File: config.mk
export PLATFORM = sky130hd
export DESIGN_NAME = fetch_sequencer_flat
export DESIGN_NICKNAME = d
export VERILOG_FILES = /design/src/rtl/fetch_sequencer_pkg.sv /design/src/rtl/fetch_sequencer_if.sv /design/src/rtl/fetch_sequencer_next_pc_calc.sv /design/src/rtl/fetch_sequencer.sv /design/src/flat_wrapper.sv
export SDC_FILE = /design/constraint.sdc
export NUM_CORES = 1
export LEC_CHECK = 0
export ABC_CLOCK_PERIOD_IN_PS = 4800
export BUFFER_PORTS_ARGS = -buffer_cell sky130_fd_sc_hd__buf_4
export CAP_MARGIN = 20
export CORE_UTILIZATION = 50
export DETAILED_ROUTE_END_ITERATION = 6
export GPL_TIMING_DRIVEN = 0
export PLACE_DENSITY = 0.77
export SETUP_SLACK_MARGIN = 0.02
export SLEW_MARGIN = 20
export SYNTH_ARGS = -nofsm -noshare
export SYNTH_HDL_FRONTEND = slang
export SYNTH_HIERARCHICAL = 1
export SYNTH_SLANG_ARGS = --single-unit
File: constraint.sdc
create_clock -name clk_i -period 4.8 [get_ports clk_i]
set_input_delay 0.72 -clock clk_i [delete_from_list [all_inputs] [get_ports clk_i]]
set_output_delay 0.72 -clock clk_i [all_outputs]
set_load 0.02 [all_outputs]
File: src/rtl/fetch_sequencer_pkg.sv
// Shared constants, state encoding and helpers for the MIPS fetch sequencer.
package fetch_sequencer_pkg;

  localparam logic [5:0]  OpJ            = 6'h02;
  localparam logic [31:0] HaltWord       = 32'h0000_0000;
  localparam logic [31:0] ResetPcDefault = 32'h0040_0000;

  typedef enum logic [2:0] {
    StIdle,
    StFetch,
    StIssue,
    StHalt,
    StError
  } state_e;

  function automatic logic [31:0] sat_inc32(input logic [31:0] v);
    return (v == 32'hFFFF_FFFF) ? v : v + 32'd1;
  endfunction

endpackage

File: src/rtl/fetch_sequencer_if.sv
// Instruction-memory req/ack bus plus downstream valid/ready issue port.
interface fetch_sequencer_if;

  logic        mem_req;
  logic [31:0] mem_addr;
  logic        mem_ack;
  logic [31:0] mem_rdata;

  logic [31:0] inst;
  logic        inst_valid;
  logic        inst_ready;

  modport master (
    output mem_req,
    output mem_addr,
    input  mem_ack,
    input  mem_rdata,
    output inst,
    output inst_valid,
    input  inst_ready
  );

  modport slave (
    input  mem_req,
    input  mem_addr,
    output mem_ack,
    output mem_rdata,
    input  inst,
    input  inst_valid,
    output inst_ready
  );

endinterface

File: src/rtl/fetch_sequencer_next_pc_calc.sv
// Sequential PC (+4, wrapping) or J-type target taken from the current instruction.
module fetch_sequencer_next_pc_calc
  import fetch_sequencer_pkg::*;
(
  input  logic [31:0] pc_i,
  input  logic [31:0] inst_i,
  output logic [31:0] next_pc_o
);

  logic [31:0] pc_plus4;

  always_comb begin
    pc_plus4 = pc_i + 32'd4;
    if (inst_i[31:26] == OpJ) begin
      // Jump region is the 256 MB segment of the delay-slot address.
      next_pc_o = {pc_plus4[31:28], inst_i[25:0], 2'b00};
    end else begin
      next_pc_o = pc_plus4;
    end
  end

endmodule

File: src/rtl/fetch_sequencer.sv
// Multi-cycle fetch controller: owns the PC, fetches over req/ack, issues over valid/ready.
module fetch_sequencer
  import fetch_sequencer_pkg::*;
#(
  parameter logic [31:0] ResetPc = ResetPcDefault,
  parameter int unsigned Timeout = 16
) (
  input  logic                       clk_i,
  input  logic                       rst_i,
  input  logic                       start_i,
  fetch_sequencer_if.master          bus,
  output logic [31:0]                pc_o,
  output logic                       halted_o,
  output logic                       error_o,
  output logic [31:0]                inst_count_o
);

  localparam logic [7:0] TmoLast = 8'(Timeout - 1);

  state_e      state_q;
  logic [31:0] pc_q;
  logic [31:0] inst_q;
  logic        inst_valid_q;
  logic        mem_req_q;
  logic        halted_q;
  logic        error_q;
  logic [31:0] inst_count_q;
  logic [7:0]  tmo_q;
  logic [31:0] next_pc;

  fetch_sequencer_next_pc_calc u_next_pc_calc (
    .pc_i      (pc_q),
    .inst_i    (inst_q),
    .next_pc_o (next_pc)
  );

  always_ff @(posedge clk_i or posedge rst_i) begin
    if (rst_i) begin
      state_q      <= StIdle;
      pc_q         <= ResetPc;
      inst_q       <= 32'h0;
      inst_valid_q <= 1'b0;
      mem_req_q    <= 1'b0;
      halted_q     <= 1'b0;
      error_q      <= 1'b0;
      inst_count_q <= 32'h0;
      tmo_q        <= 8'h0;
    end else begin
      case (state_q)
        StIdle: begin
          if (start_i) begin
            state_q   <= StFetch;
            mem_req_q <= 1'b1;
            tmo_q     <= 8'h0;
          end
        end
        StFetch: begin
          // An ack takes priority over a timeout expiring on the same edge.
          if (bus.mem_ack) begin
            mem_req_q <= 1'b0;
            tmo_q     <= 8'h0;
            if (bus.mem_rdata == HaltWord) begin
              state_q  <= StHalt;
              halted_q <= 1'b1;
            end else begin
              state_q      <= StIssue;
              inst_q       <= bus.mem_rdata;
              inst_valid_q <= 1'b1;
            end
          end else begin
            tmo_q <= tmo_q + 8'd1;
            if (tmo_q == TmoLast) begin
              state_q   <= StError;
              error_q   <= 1'b1;
              mem_req_q <= 1'b0;
            end
          end
        end
        StIssue: begin
          if (bus.inst_ready) begin
            pc_q         <= next_pc;
            inst_count_q <= sat_inc32(inst_count_q);
            inst_valid_q <= 1'b0;
            mem_req_q    <= 1'b1;
            state_q      <= StFetch;
          end
        end
        default: begin
          // Halt and error are terminal until reset.
          mem_req_q    <= 1'b0;
          inst_valid_q <= 1'b0;
        end
      endcase
    end
  end

  assign bus.mem_req    = mem_req_q;
  assign bus.mem_addr   = pc_q;
  assign bus.inst       = inst_q;
  assign bus.inst_valid = inst_valid_q;
  assign pc_o           = pc_q;
  assign halted_o       = halted_q;
  assign error_o        = error_q;
  assign inst_count_o   = inst_count_q;

endmodule

File: src/flat_wrapper.sv
// flat-port wrapper written by rule: the top's interface ports become plain ports
module fetch_sequencer_flat import fetch_sequencer_pkg::*;
#(
  parameter logic [31:0] ResetPc = ResetPcDefault,
  parameter int unsigned Timeout = 16
)
  (clk_i, rst_i, start_i, pc_o, halted_o, error_o, inst_count_o, bus_mem_req, bus_mem_addr, bus_mem_ack, bus_mem_rdata, bus_inst, bus_inst_valid, bus_inst_ready);
  fetch_sequencer_if bus_i ();
  input  logic clk_i;
  input  logic rst_i;
  input  logic start_i;
  output logic [31:0] pc_o;
  output logic halted_o;
  output logic error_o;
  output logic [31:0] inst_count_o;
  output wire logic [$bits(bus_i.mem_req)-1:0] bus_mem_req;
  output wire logic [$bits(bus_i.mem_addr)-1:0] bus_mem_addr;
  input wire logic [$bits(bus_i.mem_ack)-1:0] bus_mem_ack;
  input wire logic [$bits(bus_i.mem_rdata)-1:0] bus_mem_rdata;
  output wire logic [$bits(bus_i.inst)-1:0] bus_inst;
  output wire logic [$bits(bus_i.inst_valid)-1:0] bus_inst_valid;
  input wire logic [$bits(bus_i.inst_ready)-1:0] bus_inst_ready;
  assign bus_mem_req = bus_i.mem_req;
  assign bus_mem_addr = bus_i.mem_addr;
  assign bus_i.mem_ack = bus_mem_ack;
  assign bus_i.mem_rdata = bus_mem_rdata;
  assign bus_inst = bus_i.inst;
  assign bus_inst_valid = bus_i.inst_valid;
  assign bus_i.inst_ready = bus_inst_ready;
  fetch_sequencer #(.ResetPc(ResetPc), .Timeout(Timeout)) u_core (.clk_i(clk_i), .rst_i(rst_i), .start_i(start_i), .bus(bus_i), .pc_o(pc_o), .halted_o(halted_o), .error_o(error_o), .inst_count_o(inst_count_o));
endmodule
Word-level counts from Yosys, hierarchy flattened

Cells that the tools add are included.

Add/subtract/negate cells: 3
Equality and inequality tests: 10
Multiplexer cells: 19
Bitwise logic cells: 4
Reduce and logical (&&, ||, !) cells: 13

Operators by type and width:

| operator                                                               | number |
|---|---|
| 32-bit by 1-bit adder with 32-bit output (second input constant)       | 1 |
| 32-bit by 3-bit adder with 32-bit output (second input constant)       | 1 |
| 32-bit equality test (second input constant)                           | 1 |
| 32-bit zero test                                                       | 1 |
| 28-bit 2-to-1 mux                                                      | 1 |
| 8-bit 2-to-1 mux                                                       | 2 |
| 8-bit one-hot mux with 2 select lines                                  | 1 |
| 3-bit AND reduction                                                    | 5 |
| 3-bit 2-to-1 mux                                                       | 4 |
| 3-bit one-hot mux with 3 select lines                                  | 1 |
| 8-bit by 1-bit adder with 8-bit output (second input constant)         | 1 |
| 8-bit by 4-bit equality test with 1-bit output (second input constant) | 1 |
| 1-bit 2-to-1 mux                                                       | 8 |
| 2-bit != test (second input constant)                                  | 4 |
| 4-bit AND reduction                                                    | 2 |
| 6-bit by 2-bit equality test with 1-bit output (second input constant) | 1 |
| 1-bit one-hot mux with 3 select lines                                  | 2 |
| 1-bit inverter                                                         | 4 |
| 2-bit AND reduction                                                    | 2 |
| 3-bit by 1-bit equality test with 1-bit output (second input constant) | 1 |
| 3-bit by 2-bit equality test with 1-bit output (second input constant) | 1 |
| 3-bit zero test                                                        | 1 |
| 3-bit by 2-bit != test with 1-bit output (second input constant)       | 1 |
| 3-bit nonzero test                                                     | 1 |
| 2-bit nonzero test                                                     | 1 |

Flip-flop bits (word level): 111
Bits of input ports: 37
Output and inout bits: 132
Logic and storage cells: 58

Logic depth before layout (Yosys ltp)

Gate-level depths: netlist of run 1.

Depth after elaboration: 4
Gate-level depth with buffers: 7
Gate-level depth less buffers: 6

Cells and area by module

Netlist of run 1, hierarchy kept.

Modules (own cells, without submodules):

| module                       | instances | cells an instance | area an instance (µm²) | sequential area each (µm²) |
|---|---|---|---|---|
| fetch_sequencer              | 1         | 405               | 5,027.3                | 2,778.9 |
| fetch_sequencer_next_pc_calc | 1         | 155               | 879.6                  | 0.0 |

Least setup slack after synthesis of run 1

OpenSTA, ideal clock, no wires.

Path type: register to register
Start point: register u_core.pc_q[6], in the netlist u_core/bus.mem_addr[6]
End point: register u_core.pc_q[26], in the netlist u_core/bus.mem_addr[26]
Setup time: 0.065 ns
Data arrival time: 2.180 ns
Data required time: 4.735 ns
Slack: 2.555 ns
Stages on the path, launching flop included: 8
Buffers on the path: 2
Clock period less this slack: 2.245 ns
Cell sequence: dfrtp_1 nand4_1 buf_2 or4_4 buf_6 or4_1 a31oi_1 mux2_2

Word-level cells in the longest chain between the ends: 2

Ends and longest elaborated chain:

| what                                     | RTL line                           | RTL |
|---|---|---|
| from (decl)                              | fetch_sequencer.sv:21              | `logic [31:0] pc_q;` |
| from (signal assigned)                   | fetch_sequencer.sv:40              | `pc_q <= ResetPc;` |
| from (signal assigned)                   | fetch_sequencer.sv:81              | `pc_q <= next_pc;` |
| 32-bit by 3-bit adder with 32-bit output | fetch_sequencer_next_pc_calc.sv:13 | `pc_plus4 = pc_i + 32'd4;` |
| 28-bit 2-to-1 mux                        | fetch_sequencer_next_pc_calc.sv:14 | `if (inst_i[31:26] == OpJ) begin` |
| net u_core.next_pc[26]                   | fetch_sequencer.sv:29              | `logic [31:0] next_pc;` |

The timed path passes the listed nets, and every way through them passes these cells.
A chain may end at the register's enable or synchronous reset.

Final worst setup path of run 1

Start point: register u_core.inst_q[29], in the netlist u_core/bus.inst[29]
End point: register u_core.pc_q[15], in the netlist u_core/bus.mem_addr[15]

Word-level cells in the longest chain between the ends: 2

Ends and longest elaborated chain:

| what                                           | RTL line                           | RTL |
|---|---|---|
| from (decl)                                    | fetch_sequencer.sv:22              | `logic [31:0] inst_q;` |
| from (signal assigned)                         | fetch_sequencer.sv:67              | `inst_q <= bus.mem_rdata;` |
| 6-bit by 2-bit equality test with 1-bit output | fetch_sequencer_next_pc_calc.sv:14 |  |
| 28-bit 2-to-1 mux                              | fetch_sequencer_next_pc_calc.sv:14 |  |
| net u_core.next_pc[15]                         | fetch_sequencer.sv:29              |  |

The timed path passes the listed nets, and every way through them passes these cells.

==> run summary, run 1 <==
The flow ran to the end, and the final reports show no timing, DRC or antenna violations. After detailed routing, the number of remaining DRC violations is 0. The internal cell power is 1390 uW, and the portion of the clock cycle consumed by the worst path in the final layout is 0.514. The logs give 0.515 for the effective utilization at floorplan and 358 uW for the switching power total. The power per unit of standard cell area came out at 228 nW/um2. TritonCTS built the clock tree. The run gives 0 as the post-cts gate resize count.

The tightest min-delay check is of the in -> async type. After detailed routing, the number of vias per cell comes to 5.67. The I/O pin count was 169; the fraction of power spent switching nets was 0.205.

The sequential cell area fraction in the yosys report came out at 0.470. Leakage component of the power: 0.00391 uW. The die covers 12,300 um2. The logs give 0 for the max-slew violation count and 5,033 for the routed via count. The number of warnings printed during yosys synthesis is 6. The cell count after synthesis came out at 560. The endpoint identified for the worst register-to-register timing path is u_core/bus.mem_addr[15]. Counting flops with a built-in enable in the synthesized netlist gives 0. TritonCTS created 9 clock buffers. Initial antenna violation count: 0. Number of synthesized register bits: 111. The total setup buffers inserted after CTS was 0; the total number of clock tree sinks was 111. The run gives 0.031 as the proportion of power drawn by combinational gates. Clock-pin slew was measured on the worst setup and hold paths at 0.07 ns.

The detailed router used layers up to and including met4. For the worst-case headroom to the max-slew limit, the log shows 0.430. Hold is met by 0.449 ns.

The critical path goes through nor4b_1 > nand2_1 > clkbuf_1 > nor2_1 > a21oi_1 > mux2_2. The mean routed wirelength per cell is 17.2 um, and the post-synthesis cell area is 5910 um2. The run gives 0 as the count of maximum capacitance violations.

At the placement stage, the worst setup path has a slack of 1.94 ns. The remaining global-route overflow is 0, and the shortest period the worst path allows is 2.47 ns. The worst-case IR drop observed on VDD is 0.000209 V. Data on the critical path is required at its endpoint by 5.03 ns. The dominant synthesized flop cell was sky130_fd_sc_hd__dfrtp_1.

Data on the critical path arrives at its endpoint at 2.70 ns. The nature of the critical path startpoint was a flip-flop. For the met3 wire length, the log shows 732 um. For the half-perimeter wire length after detailed placement, the log shows 11,300 um. Via count of the first global-routing pass: 4,882. From synthesis to final layout, the design area changed by 30.0%. The worst register-to-register path has a depth of 6. Number of detailed-route iterations in the first pass: 4. The hold buffer count at cts is 0. After detailed routing, the met2 layer carries 7590 um of wire.

The insertion delay to the later sink of the worst-skew pair was 0.34 ns. The sum of buffers and inverters on the critical path was 1. The clock share of power came out at 0.434. The logs give 6630 um for the met1 wire length and 0 for the number of setup violations in the final report. Counting every net in the synthesized netlist gives 600.

Across all register-to-register paths, the minimum setup slack is 2.33 ns. For the worst setup margin, the log shows 2.33 ns. The critical path is of the reg -> reg type. Antenna diode instance count: 0.

The worst setup path is captured at a flip-flop. The largest stage delay on the critical path came out at 0.75 ns. The first global-routing pass estimated 24,400 um of wire.

The run gives 63 as the largest net degree at the start of global routing. The width of the die came out at 111 um. The average instance in the mapped netlist occupies 10.5 um2. The final layout contains 779 nets. Clock tree synthesis selected as its root buffer the cell sky130_fd_sc_hd__clkbuf_16.

The tools report the unique cell type count in the Yosys netlist as 54. The cell class contributing the biggest share of worst-path delay is simple AND/OR/NAND/NOR gates. The post-synthesis async set-or-reset flop share came out at 1.00.

Between clock sinks in the finished design, the worst skew comes to 0.00713 ns. The wire length after detailed routing was 15,200 um. The die is 111 um tall. For the pin with the worst max-slew slack, the measured transition is 0.843 ns.

Setup repair after global routing left no endpoint under its margin. The final-report hold violation count came out at 0. The tools report the part of the power in registers as 0.535. The tools report the beginning of the worst register-to-register path as u_core/bus.inst[29]. The port buffer count was 167; the core area was 11,500 um2.

The slowest stage of the critical path is the sky130_fd_sc_hd__nor4b_1 cell. The first routing iteration left 262 violations. The maximum fanout along the worst path was 10.

The aggregate global-route resource usage was 0.249. Counting the fill cells in the layout gives 898. The congestion estimate from routability-driven global placement came to 0.819.

The logs give 0 for the number of antenna-violating nets in the routed design and 39 for the cell row count. The H-tree was split into 3 levels. The clock passes through at most 2 buffers. Adding up every negative setup slack in the final design gives 0 ns.

The run gives 0.670 as the share of the core filled with cells in the final layout. The fraction of layout instances using a drive strength above 1 was 0.422; the achievable clock frequency was 405 MHz.
[Yosys cell counts, types with 4 or more instances]
cell	n	area [um2]
sky130_fd_sc_hd__o21ai_0	16	80.1
sky130_fd_sc_hd__or4_1	5	37.5
sky130_fd_sc_hd__a31oi_1	10	62.6
sky130_fd_sc_hd__or3_1	6	37.5
sky130_fd_sc_hd__buf_4	36	270
sky130_fd_sc_hd__nand2_1	33	124
sky130_fd_sc_hd__inv_1	10	37.5
sky130_fd_sc_hd__xnor2_1	36	315
sky130_fd_sc_hd__mux2_2	67	754
sky130_fd_sc_hd__buf_2	4	20.0
sky130_fd_sc_hd__xor2_1	14	123
sky130_fd_sc_hd__nand3_1	24	120
sky130_fd_sc_hd__dfrtp_1	110	2750
sky130_fd_sc_hd__a21oi_1	21	105
sky130_fd_sc_hd__nor2_1	47	176
sky130_fd_sc_hd__clkbuf_1	10	37.5
sky130_fd_sc_hd__o31ai_1	4	30.0
sky130_fd_sc_hd__and3_1	15	93.8
sky130_fd_sc_hd__nor4_1	15	93.8
sky130_fd_sc_hd__nand4_1	24	150
sky130_fd_sc_hd__nor3_1	10	50.1
[layout by cell type (no fill, tap or decap), types with 2 or more instances in the layout]
master                      instances
sky130_fd_sc_hd__or4_1              5
sky130_fd_sc_hd__o31ai_1            4
sky130_fd_sc_hd__nand4_1           24
sky130_fd_sc_hd__o21ai_0           16
sky130_fd_sc_hd__nor4_2             2
sky130_fd_sc_hd__nor4_1            15
sky130_fd_sc_hd__clkbuf_8           2
sky130_fd_sc_hd__mux2_2            67
sky130_fd_sc_hd__nor4_4             2
sky130_fd_sc_hd__clkbuf_16          9
sky130_fd_sc_hd__xnor2_1           36
sky130_fd_sc_hd__and2_1             2
sky130_fd_sc_hd__buf_6              2
sky130_fd_sc_hd__and3_1            15
sky130_fd_sc_hd__dfrtp_1          110
sky130_fd_sc_hd__a31oi_1           10
sky130_fd_sc_hd__buf_2              4
sky130_fd_sc_hd__nor3_1            10
sky130_fd_sc_hd__or3_1              6
sky130_fd_sc_hd__buf_4            203
sky130_fd_sc_hd__clkbuf_1          10
sky130_fd_sc_hd__a21oi_1           21
sky130_fd_sc_hd__nand3_1           24
sky130_fd_sc_hd__xor2_1            14
sky130_fd_sc_hd__nor2_1            47
sky130_fd_sc_hd__and4_1             2
sky130_fd_sc_hd__nand2_1           33
sky130_fd_sc_hd__nand2b_1           2
sky130_fd_sc_hd__ha_1               3
sky130_fd_sc_hd__or2_2              3
sky130_fd_sc_hd__clkinv_2           2
sky130_fd_sc_hd__inv_1              9
[sequential cells by signal (all words and copies together) (netlist names)]
name                   cells
u_core/halted_o            1
u_core/bus.inst           32
u_core/error_o             1
u_core/bus.inst_valid      1
u_core/bus.mem_req         1
u_core/tmo_q               8
u_core/bus.mem_addr       32
u_core/state_q             3
u_core/inst_count_o       32
[per-layer routing]
layer / vias to the layer above / GRT usage
li1: 2334 / -
met1: 2501 / 0.320
met2: 179 / 0.427
met3: 19 / 0.0394
met4: 0 / 0.0862
met5: - / 0
[worst reg2reg max path: cells and delay by family (launching register included)]
family,cells,cell delay [ns]
AO/OA/AOI/OAI,1,0.05
buffers and inverters,1,0.35
AND/OR/NAND/NOR,3,1.29
flip-flops,1,0.40
multiplexers,1,0.28
[how the worst max path moves through the flow]
stage	start	endpoint	slack (ns)	cells after the start
finish	u_core/bus.inst[29]	u_core/bus.mem_addr[15]	2.33	6
global route	u_core/bus.inst[26]	u_core/bus.mem_addr[26]	2.22	6
CTS	bus_mem_rdata[18]	u_core/bus.inst[24]	2.30	6
detailed placement	bus_mem_rdata[18]	u_core/bus.inst[26]	1.94	6
global placement	rst_i	u_core/bus.mem_addr[28]	-0.13	2
floorplan	rst_i	u_core/bus.inst[0]	1.15	1
[power by group through the flow]
stage / clock (uW) / combinational [uW] / sequential, uW
after detailed placement: 0 / 55.8 / 954
after floorplan: 0 / 18.6 / 954
after CTS: 776 / 55.9 / 936
after global routing: 811 / 61.1 / 935
final: 758 / 54.5 / 936
after global placement: 0 / 51.5 / 954
[metrics by stage]
step / total power (uW) / instances / instance area [um2]
floorplan: 973 / 560 / 5910
global placement: 1010 / 870 / 7340
detailed placement: 1010 / 871 / 7370
CTS: 1770 / 887 / 7680
global route: 1810 / 887 / 7680
finish: 1750 / 887 / 7680
[logic make-up after synthesis]
family	after synthesis	synth area share
AND/OR/NAND/NOR	205	0.193
flip-flops	111	0.470
multiplexers	68	0.129
buffers and inverters	63	0.0665
AO/OA/AOI/OAI	60	0.0606
XOR/XNOR	50	0.0741
adder cells (fa/ha/maj)	3	0.00636
[layout make-up]
cell class              count  area (um2)  share of cell area
repair buffers            168        1280               0.167
well taps                 143         179              0.0233
flip-flops and latches    111        2780               0.362
clock buffers              11         253              0.0329
inverters                  10        42.5             0.00554
clock inverters             5        56.3             0.00733
multi-input cells         386        2740               0.356
plain buffers              53         355              0.0463
Note: power is estimated with default switching activity, not from simulation.
==> run 2, diff against run 1 <==
- ABC_CLOCK_PERIOD_IN_PS: 4800 -> 2540
- clock period: 4.8 -> 2.54 ns (I/O delays scaled with it)
==> run 2 against run 1 <==
  * Non-clock buffer count rose by 2
  * Sequential share of layout area barely moved
  * Utilization barely moved
  * Largest cell class unchanged
  * Count of clock-buffer cells in the layout rose by 2
  * Flip-flop and latch count did not move
  * Hold slack got worse by 0.34 ns
  * Clock skew rose by 0.0021 ns
  * Setup slack got worse by 2.1 ns
  * First-iteration DRC count fell by 31%
==> run summary, run 2 (synthesis results as in run 1) <==
The flow ran to the end, and the final reports show no timing, DRC or antenna violations. The worst-case headroom to the max-slew limit is 0.603 (+0.173). The logs give 111 (unchanged) for the total number of clock tree sinks and 24,100 um (-1.3%) for the wire length of the first global-routing pass. The post-synthesis to final-layout area growth is 30.1% (about the same), and the number of antenna-violating nets in the routed design is 0 (unchanged).

Number of cells in the finished layout apart from fillers: 887 (unchanged). The remaining global-route overflow came out at 0 (unchanged). For the leakage component of the power, the log shows 0.00391 uW (about the same).

Count of maximum capacitance violations: 0 (unchanged). The logs give 0.820 (about the same) for the global placement routability congestion and 39 (unchanged) for the cell row count. The worst vdd rail ir drop is 0.000273 V (+31%), and the number of clock buffers inserted by TritonCTS is 9 (unchanged). The tools report the count of routing violations after the opening detailed-route iteration as 182 (-31%). The run gives 0 (unchanged) as the max-slew violation count. The power per unit of standard cell area was 413 nW/um2 (+81%).

The worst setup path is captured at a flip-flop. The critical path is of the reg -> reg type. The CTS clock-pin slew for the worst setup and hold paths works out to 0.07 ns (about the same). STA classifies the critical path startpoint as a flip-flop.

The number of setup violations in the final report was 0 (unchanged); the mean routed wirelength per cell was 16.5 um (-3.8%). The antenna diode instance count is 0 (unchanged), and the initial antenna violation count is 0 (unchanged). The wire length after detailed routing was 14,600 um (-3.8%); the worst reg-to-reg path cell count was 7 (+1). The per-cell via count in the routed design was 5.51 (-2.9%); the y dimension of the die was 111 um (unchanged).

The transition at the pin with the smallest max-transition slack works out to 0.595 ns (-0.248 ns). For the routed via count, the log shows 4,887 (-2.9%). The run gives 0 (unchanged) as the total setup buffers inserted after CTS. The largest net degree at the start of global routing was 35 (-44%). The tools report the insertion delay to the later sink of the worst-skew pair as 0.34 ns (about the same). The aggregate global-route resource usage was 0.245 (-0.00374); the remaining routing DRC violations was 0 (unchanged). The instance count after placement with tap cells included was 873 (+0.23%).

Setup repair after global routing left no endpoint under its margin. The most common cell after layout, fill and taps aside was sky130_fd_sc_hd__buf_4. The run gives 900 (+0.22%) as the final-layout fill cell count.

The top cell types in the final layout, fill and taps aside, are 203 x sky130_fd_sc_hd__buf_4, 109 x sky130_fd_sc_hd__dfrtp_1, 67 x sky130_fd_sc_hd__mux2_2, 47 x sky130_fd_sc_hd__nor2_1, 36 x sky130_fd_sc_hd__xnor2_1. The area used by sequential logic in the layout is 2780 um2 (about the same). The run gives 0.00924 ns (+0.00211 ns) as the post-route clock skew.

The tools report the number of nets in the finished design as 781 (+0.26%). The port buffer count is 167 (unchanged), and the required time at the endpoint of the critical path is 2.82 ns (-2.21 ns). The achievable clock frequency was 427 MHz (+5.4%). The core area was 11,500 um2 (unchanged). The fraction of layout instances using a drive strength above 1 was 0.423 (+0.00134); the half-perimeter wire length after detailed placement was 11,100 um (-1.6%).

The flop-to-flop setup slack is 0.20 ns (-2.13 ns), and the portion of the clock cycle consumed by the worst path in the final layout is 0.922 (+0.407). The logs give 4,745 (-2.8%) for the via count of the first global-routing pass and 2 (unchanged) for the buffer depth of the longest clock path. The maximum fanout along the worst path was 10 (unchanged).

The final-report hold violation count is 0 (unchanged). For the effective utilization at floorplan, the log shows 0.515 (unchanged). TritonCTS built the clock tree.

The shortest period the worst path allows is 2.34 ns (-0.127 ns), and the width of the die is 111 um (unchanged). The arrival time of the worst setup path came out at 2.62 ns (-0.08 ns). The I/O pin count is 169 (unchanged). The logs give 3 (unchanged) for the level count of the clock H-tree and 12,300 um2 (unchanged) for the area enclosed by the die boundary. In this run the clock root is driven by a sky130_fd_sc_hd__clkbuf_16. The multi-input combinational cell area came out at 2740 um2 (+0.23%). Number of detailed-route iterations in the first pass: 5 (+1). The min-delay analysis places its worst path in the category in -> async.

The run gives 0 ns (unchanged) as the sum of negative setup slack.
[run 2: cell count changes in the layout (fill, tap and decap cells not counted), sizes merged]
cell / delta
bufinv: -1
clkinv: -2
clkbuf: +2
inv: -1
buf: +2
[run 2: path summary, 6_finish.rpt]
kind / from / to
min in group clk_i: bus_mem_rdata[22] / u_core/bus.inst[22]
min: rst_i / u_core/bus.mem_addr[26]
min reg2reg: u_core/error_o / u_core/error_o
max: u_core/bus.mem_addr[6] / u_core/bus.mem_addr[26]
max reg2reg: u_core/bus.mem_addr[6] / u_core/bus.mem_addr[26]
max in group asynchronous: rst_i / u_core/bus.mem_addr[12]
[run 2: area by class of cell]
class / count / area share
Sequential cell: 111 / 0.362
Multi-Input combinational cell: 386 / 0.357
Timing Repair Buffer: 170 / 0.172
Buffer: 53 / 0.0464
Clock buffer: 13 / 0.0339
Tap cell: 143 / 0.0233
Inverter: 10 / 0.00537
Clock inverter: 1 / 0.000651
[run 2: through the flow]
stage               area, um2  total power, uW  setup slack [ns]  hold WS [ns]   util
CTS                      7680             3220             0.139         0.114  0.669
global placement         7340             1900            0.0842         0.455  0.640
finish                   7680             3170             0.199         0.111  0.670
floorplan                5910             1840             0.295         0.456      -
detailed placement       7410             1920             0.127         0.454  0.646
global route             7680             3300            0.0444         0.134  0.670
[run 2: critical path, stage by stage (launching register included)]
cell and delay [ns]:
sky130_fd_sc_hd__dfrtp_1 0.48, sky130_fd_sc_hd__nand4_1 0.17, sky130_fd_sc_hd__buf_2 0.21, sky130_fd_sc_hd__or4_4 0.54, sky130_fd_sc_hd__buf_6 0.16, sky130_fd_sc_hd__or4_1 0.40
sky130_fd_sc_hd__a31oi_1 0.17, sky130_fd_sc_hd__mux2_2 0.16
[run 2: timing repair]
item,CTS,global route
hold endpoints to repair,0,0
resized for setup,0,4
endpoints found under the setup margin,0,6
hold buffers,0,0
[run 2: metal layers]
metal	part of all wire	vias up	GRT usage	wire length [um]
met5	0	-	0	0
met2	0.48	157	0.397	7040
met3	0.060	17	0.0443	872
met1	0.44	2375	0.327	6480
li1	-	2338	-	-
met4	0.018	0	0.0960	262
[run 2: power breakdown]
| part | internal [uW] | switching (uW) |
|---|---|---|
| clock network | 708 | 585 |
| registers | 1770 | 1.67 |
| logic | 50.6 | 59.9 |
| total | 2530 | 647 |
==> run 3, diff against run 2 <==
- ABC_AREA: not set -> 1
- PLACE_DENSITY: 0.77 -> 0.75
- SETUP_SLACK_MARGIN: 0.02 -> 0.2
==> run 3 against run 2 <==
  * Sequential power is 3% higher
  * Synthesized area is 17% higher
  * Critical endpoint is now u_core/inst_count_o[15]
  * Critical path depth grew 4
  * Via count rose by 41%
  * Combinational power grew 110%
  * Setup slack improved by 0.35 ns
  * Largest power group unchanged
  * Largest cell class is now multi-input combinational cells
==> run summary, run 3 <==
The flow ran to the end, and the final reports show no timing, DRC or antenna violations. The biggest area contributor in the post-synthesis netlist is sky130_fd_sc_hd__dfrtp_1. The portion of the clock cycle consumed by the worst path in the final layout works out to 0.786 (-0.136). The count of routing violations after the opening detailed-route iteration was 342 (+88%).

The post-synthesis async set-or-reset flop share was 1.00 (unchanged); the routed via count was 6,886 (+41%). The post-cts gate resize count was 0 (unchanged); the internal cell power was 2580 uW (+2.2%). The tools report the switching power total as 786 uW (+22%). Post-synthesis cell area: 6920 um2 (+17%). The per-cell via count in the routed design was 5.00 (-9.3%).

The number of enable flip-flop cells after synthesis was 0 (unchanged). After synthesis, the cell types taking the most area are sky130_fd_sc_hd__dfrtp_1 40%, sky130_fd_sc_hd__nand2_1 27%, sky130_fd_sc_hd__nor2_1 5.8%, sky130_fd_sc_hd__nand3_1 5.3%, sky130_fd_sc_hd__buf_4 3.7%. The tools report the proportion of power drawn by combinational gates as 0.069 (+0.034).

Traced cell by cell, the critical path runs through ha_1 > inv_1 > nor2_4 > nand2_1 > nor2_2 > nand3_2 > nand2_4 > inv_6 > buf_6 > nand2_1 > nand2_1. The width of the die came out at 120 um (+8.1%). The logs give 0 (unchanged) for the final-report hold violation count and 0.390 (-0.017) for the clock share of power. The number of setup violations in the final report came out at 0 (unchanged).

The kind of end point of the critical path was a flip-flop. The path class of the tightest hold or removal check is in -> async. For the cell row count, the log shows 42 (+7.7%). The area enclosed by the die boundary is 14,300 um2 (+17%), and the port buffer count is 168 (+0.60%).

The most used flip-flop cell after synthesis is sky130_fd_sc_hd__dfrtp_1. The tools report the arrival time of the worst setup path as 2.24 ns (-0.38 ns). In the layout the commonest cells are 490 x sky130_fd_sc_hd__nand2_1, 202 x sky130_fd_sc_hd__buf_4, 110 x sky130_fd_sc_hd__dfrtp_1, 106 x sky130_fd_sc_hd__nor2_1, 73 x sky130_fd_sc_hd__nand3_1.

Leaving out fill and tap cells, the most frequent cell in the layout is sky130_fd_sc_hd__nand2_1. For the number of antenna-violating nets in the routed design, the log shows 0 (unchanged). The shortest period the worst path allows was 2.00 ns (-0.345 ns). The sum of buffers and inverters on the critical path came out at 3 (+1).

The tools report the buffer type at the clock tree root as sky130_fd_sc_hd__clkbuf_16. The worst vdd rail ir drop was 0.000230 V (-16%). The wire length of the first global-routing pass is 29,900 um (+24%). The y dimension of the die came out at 120 um (+8.1%).

Among the stages of the critical path, the cell type that occurs most often is sky130_fd_sc_hd__nand2_1. The run gives 35 (unchanged) as the largest net degree at the start of global routing. Setup repair after global routing left no endpoint under its margin. The hold buffer count at cts was 0 (unchanged). Achievable clock frequency: 501 MHz (+17%). For the I/O pin count, the log shows 169 (unchanged). The largest stage delay on the critical path was 0.52 ns (-0.02 ns); the total number of clock tree sinks was 111 (unchanged). Transition at the pin with the smallest max-transition slack: 0.547 ns (-0.0476 ns). The run gives 2.79 ns (-0.03 ns) as the required time at the endpoint of the critical path.

The half-perimeter wire length after detailed placement was 14,300 um (+29%). For the max-slew violation count, the log shows 0 (unchanged). The nature of the critical path startpoint is a flip-flop. The run gives 18,400 um (+25%) as the wire length after detailed routing. The unique cell type count in the Yosys netlist came out at 34 (-37%). The number of clock buffers inserted by TritonCTS is 9 (unchanged).

The logs give 0.914 (+11%) for the global placement routability congestion and 6,269 (+32%) for the via count of the first global-routing pass. The leakage component of the power was 0.00464 uW (+19%). The logs give 3 (unchanged) for the level count of the clock H-tree and 0.402 (-0.0687) for the sequential cell area fraction in the yosys report.

The power per unit of standard cell area works out to 386 nW/um2 (-6.5%). The effective utilization at floorplan was 0.518 (+0.00307). The area growth from synthesis to layout is 26.1%. Aggregate global-route resource usage: 0.264 (+0.0188).

The tools report the number of nets in the finished design as 1,238 (+59%). The tools report the insertion delay to the later sink of the worst-skew pair as 0.35 ns (about the same). Ranked by instance count, the synthesized netlist is headed by 490 x sky130_fd_sc_hd__nand2_1, 110 x sky130_fd_sc_hd__dfrtp_1, 106 x sky130_fd_sc_hd__nor2_1. TritonCTS built the clock tree. The fraction of power spent switching nets is 0.234 (+0.0297). The critical path class is reg -> reg. The part of the power in registers is 0.541 (-0.017), and the remaining routing DRC violations is 0 (unchanged). In this design, the largest share of critical-path delay is due to simple AND/OR/NAND/NOR gates. The tools report the buffer depth of the longest clock path as 2 (unchanged).

The number of synthesized register bits works out to 111 (unchanged). The maximum fanout along the worst path works out to 10 (unchanged). The worst setup margin was 0.544 ns (+0.345 ns). Among all cell types in the netlist, the one instantiated most often is sky130_fd_sc_hd__nand2_1.

The sum of negative setup slack was 0 ns (unchanged); the number of warnings printed during yosys synthesis was 6 (unchanged). The number of detailed-route iterations in the first pass was 5 (unchanged); the count of maximum capacitance violations was 0 (unchanged). The mean routed wirelength per cell came out at 13.3 um (-19%). The gate count of the mapped netlist is 1,016 (+81%), and the CTS clock-pin slew for the worst setup and hold paths is 0.07 ns (about the same). The worst-case headroom to the max-slew limit came out at 0.634 (+0.0318).

The tools report the total setup buffers inserted after CTS as 0 (unchanged). The mean post-synth cell area is 6.81 um2 (-35%), and the remaining global-route overflow is 0 (unchanged). The number of nets in the synthesized netlist is 1,056 (+76%), and the post-route clock skew is 0.00653 ns (-0.00271 ns). The fraction of layout instances using a drive strength above 1 works out to 0.224 (-0.200).

For the core area, the log shows 13,300 um2 (+16%). The initial antenna violation count came out at 0 (unchanged). The logs give 0.563 ns (+0.436 ns) for the minimum setup slack after placement and 0 (unchanged) for the antenna diode instance count.

Among all stages on the critical path, the largest delay is contributed by sky130_fd_sc_hd__dfrtp_1. The share of Yosys cell area claimed by the top area cell type works out to 0.398 (-0.0680).
## run 3: changes by cell type in the layout (fill, tap and decap cells not counted), sizes merged, moves of 26 or more
cell   change
inv       +48
nand2    +469
nor2      +71
mux2      -67
nand3     +52
xnor2     -26
## run 3: path summary, 6_finish.rpt
| check | startpoint | endpoint | slack [ns] | cells past startpoint |
|---|---|---|---|---|
| max | u_core/inst_count_o[0] | u_core/inst_count_o[15] | 0.54 | 11 |
| min | rst_i | u_core/inst_count_o[21] | 0.08 | 2 |
| max reg2reg | u_core/inst_count_o[0] | u_core/inst_count_o[15] | 0.54 | 11 |
| min reg2reg | u_core/error_o | u_core/error_o | 0.48 | 2 |
| max in group asynchronous | rst_i | u_core/bus.mem_addr[22] | 1.41 | 5 |
| min in group clk_i | bus_mem_rdata[3] | u_core/bus.inst[3] | 0.26 | 3 |
## run 3: layout make-up
cell class,count,area (um2)
plain buffers,56,408
clock buffers,14,254
clock inverters,1,5.00
fillers,1268,4630
inverters,59,230
multi-input cells,790,3500
flip-flops and latches,111,2780
well taps,176,220
repair buffers,171,1320
## run 3: logic make-up (layout without fill, tap and decap cells)
| kind of cell | after synthesis | in the layout | share of synthesized area |
|---|---|---|---|
| xor gates and xnor gates | 26 | 26 | 0.0329 |
| and+or+nand+nor | 725 | 725 | 0.439 |
| adders and majority gates | 3 | 3 | 0.00543 |
| AOI/OAI and AO/OA | 36 | 36 | 0.0288 |
| DFF | 111 | 111 | 0.402 |
| buffers and inverters | 115 | 301 | 0.0917 |
## run 3: power by group through the flow
stage                     clock network [uW]  registers [uW]  logic [uW]
after floorplan                            0            1880        72.6
after global placement                     0            1860         221
after detailed placement                   0            1860         236
after CTS                               1340            1820         236
after global routing                    1410            1820         255
final                                   1310            1820         232
## run 3: worst register-to-register path: stages, from the launching register on
cell and delay (ns):
sky130_fd_sc_hd__dfrtp_1 0.52, sky130_fd_sc_hd__ha_1 0.26, sky130_fd_sc_hd__inv_1 0.09, sky130_fd_sc_hd__nor2_4 0.15, sky130_fd_sc_hd__nand2_1 0.08, sky130_fd_sc_hd__nor2_2 0.16, sky130_fd_sc_hd__nand3_2 0.12, sky130_fd_sc_hd__nand2_4 0.17
sky130_fd_sc_hd__inv_6 0.07, sky130_fd_sc_hd__buf_6 0.15, sky130_fd_sc_hd__nand2_1 0.07, sky130_fd_sc_hd__nand2_1 0.05
## run 3: stage by stage
step	utilization	cell area (um2)	std cells	total power, uW	hold WS [ns]
floorplan	-	6920	1016	1950	0.458
global placement	0.629	8400	1360	2080	0.461
detailed placement	0.634	8460	1363	2090	0.462
finish	0.653	8720	1378	3370	0.0755
global route	0.653	8720	1378	3490	0.105
CTS	0.653	8720	1378	3400	0.0777
## run 3: per-layer routing
metal | wire length, um | GRT usage
met1 | 7740 | 0.324
met3 | 904 | 0.0333
met4 | 398 | 0.108
met2 | 9330 | 0.467
met5 | 0 | 0
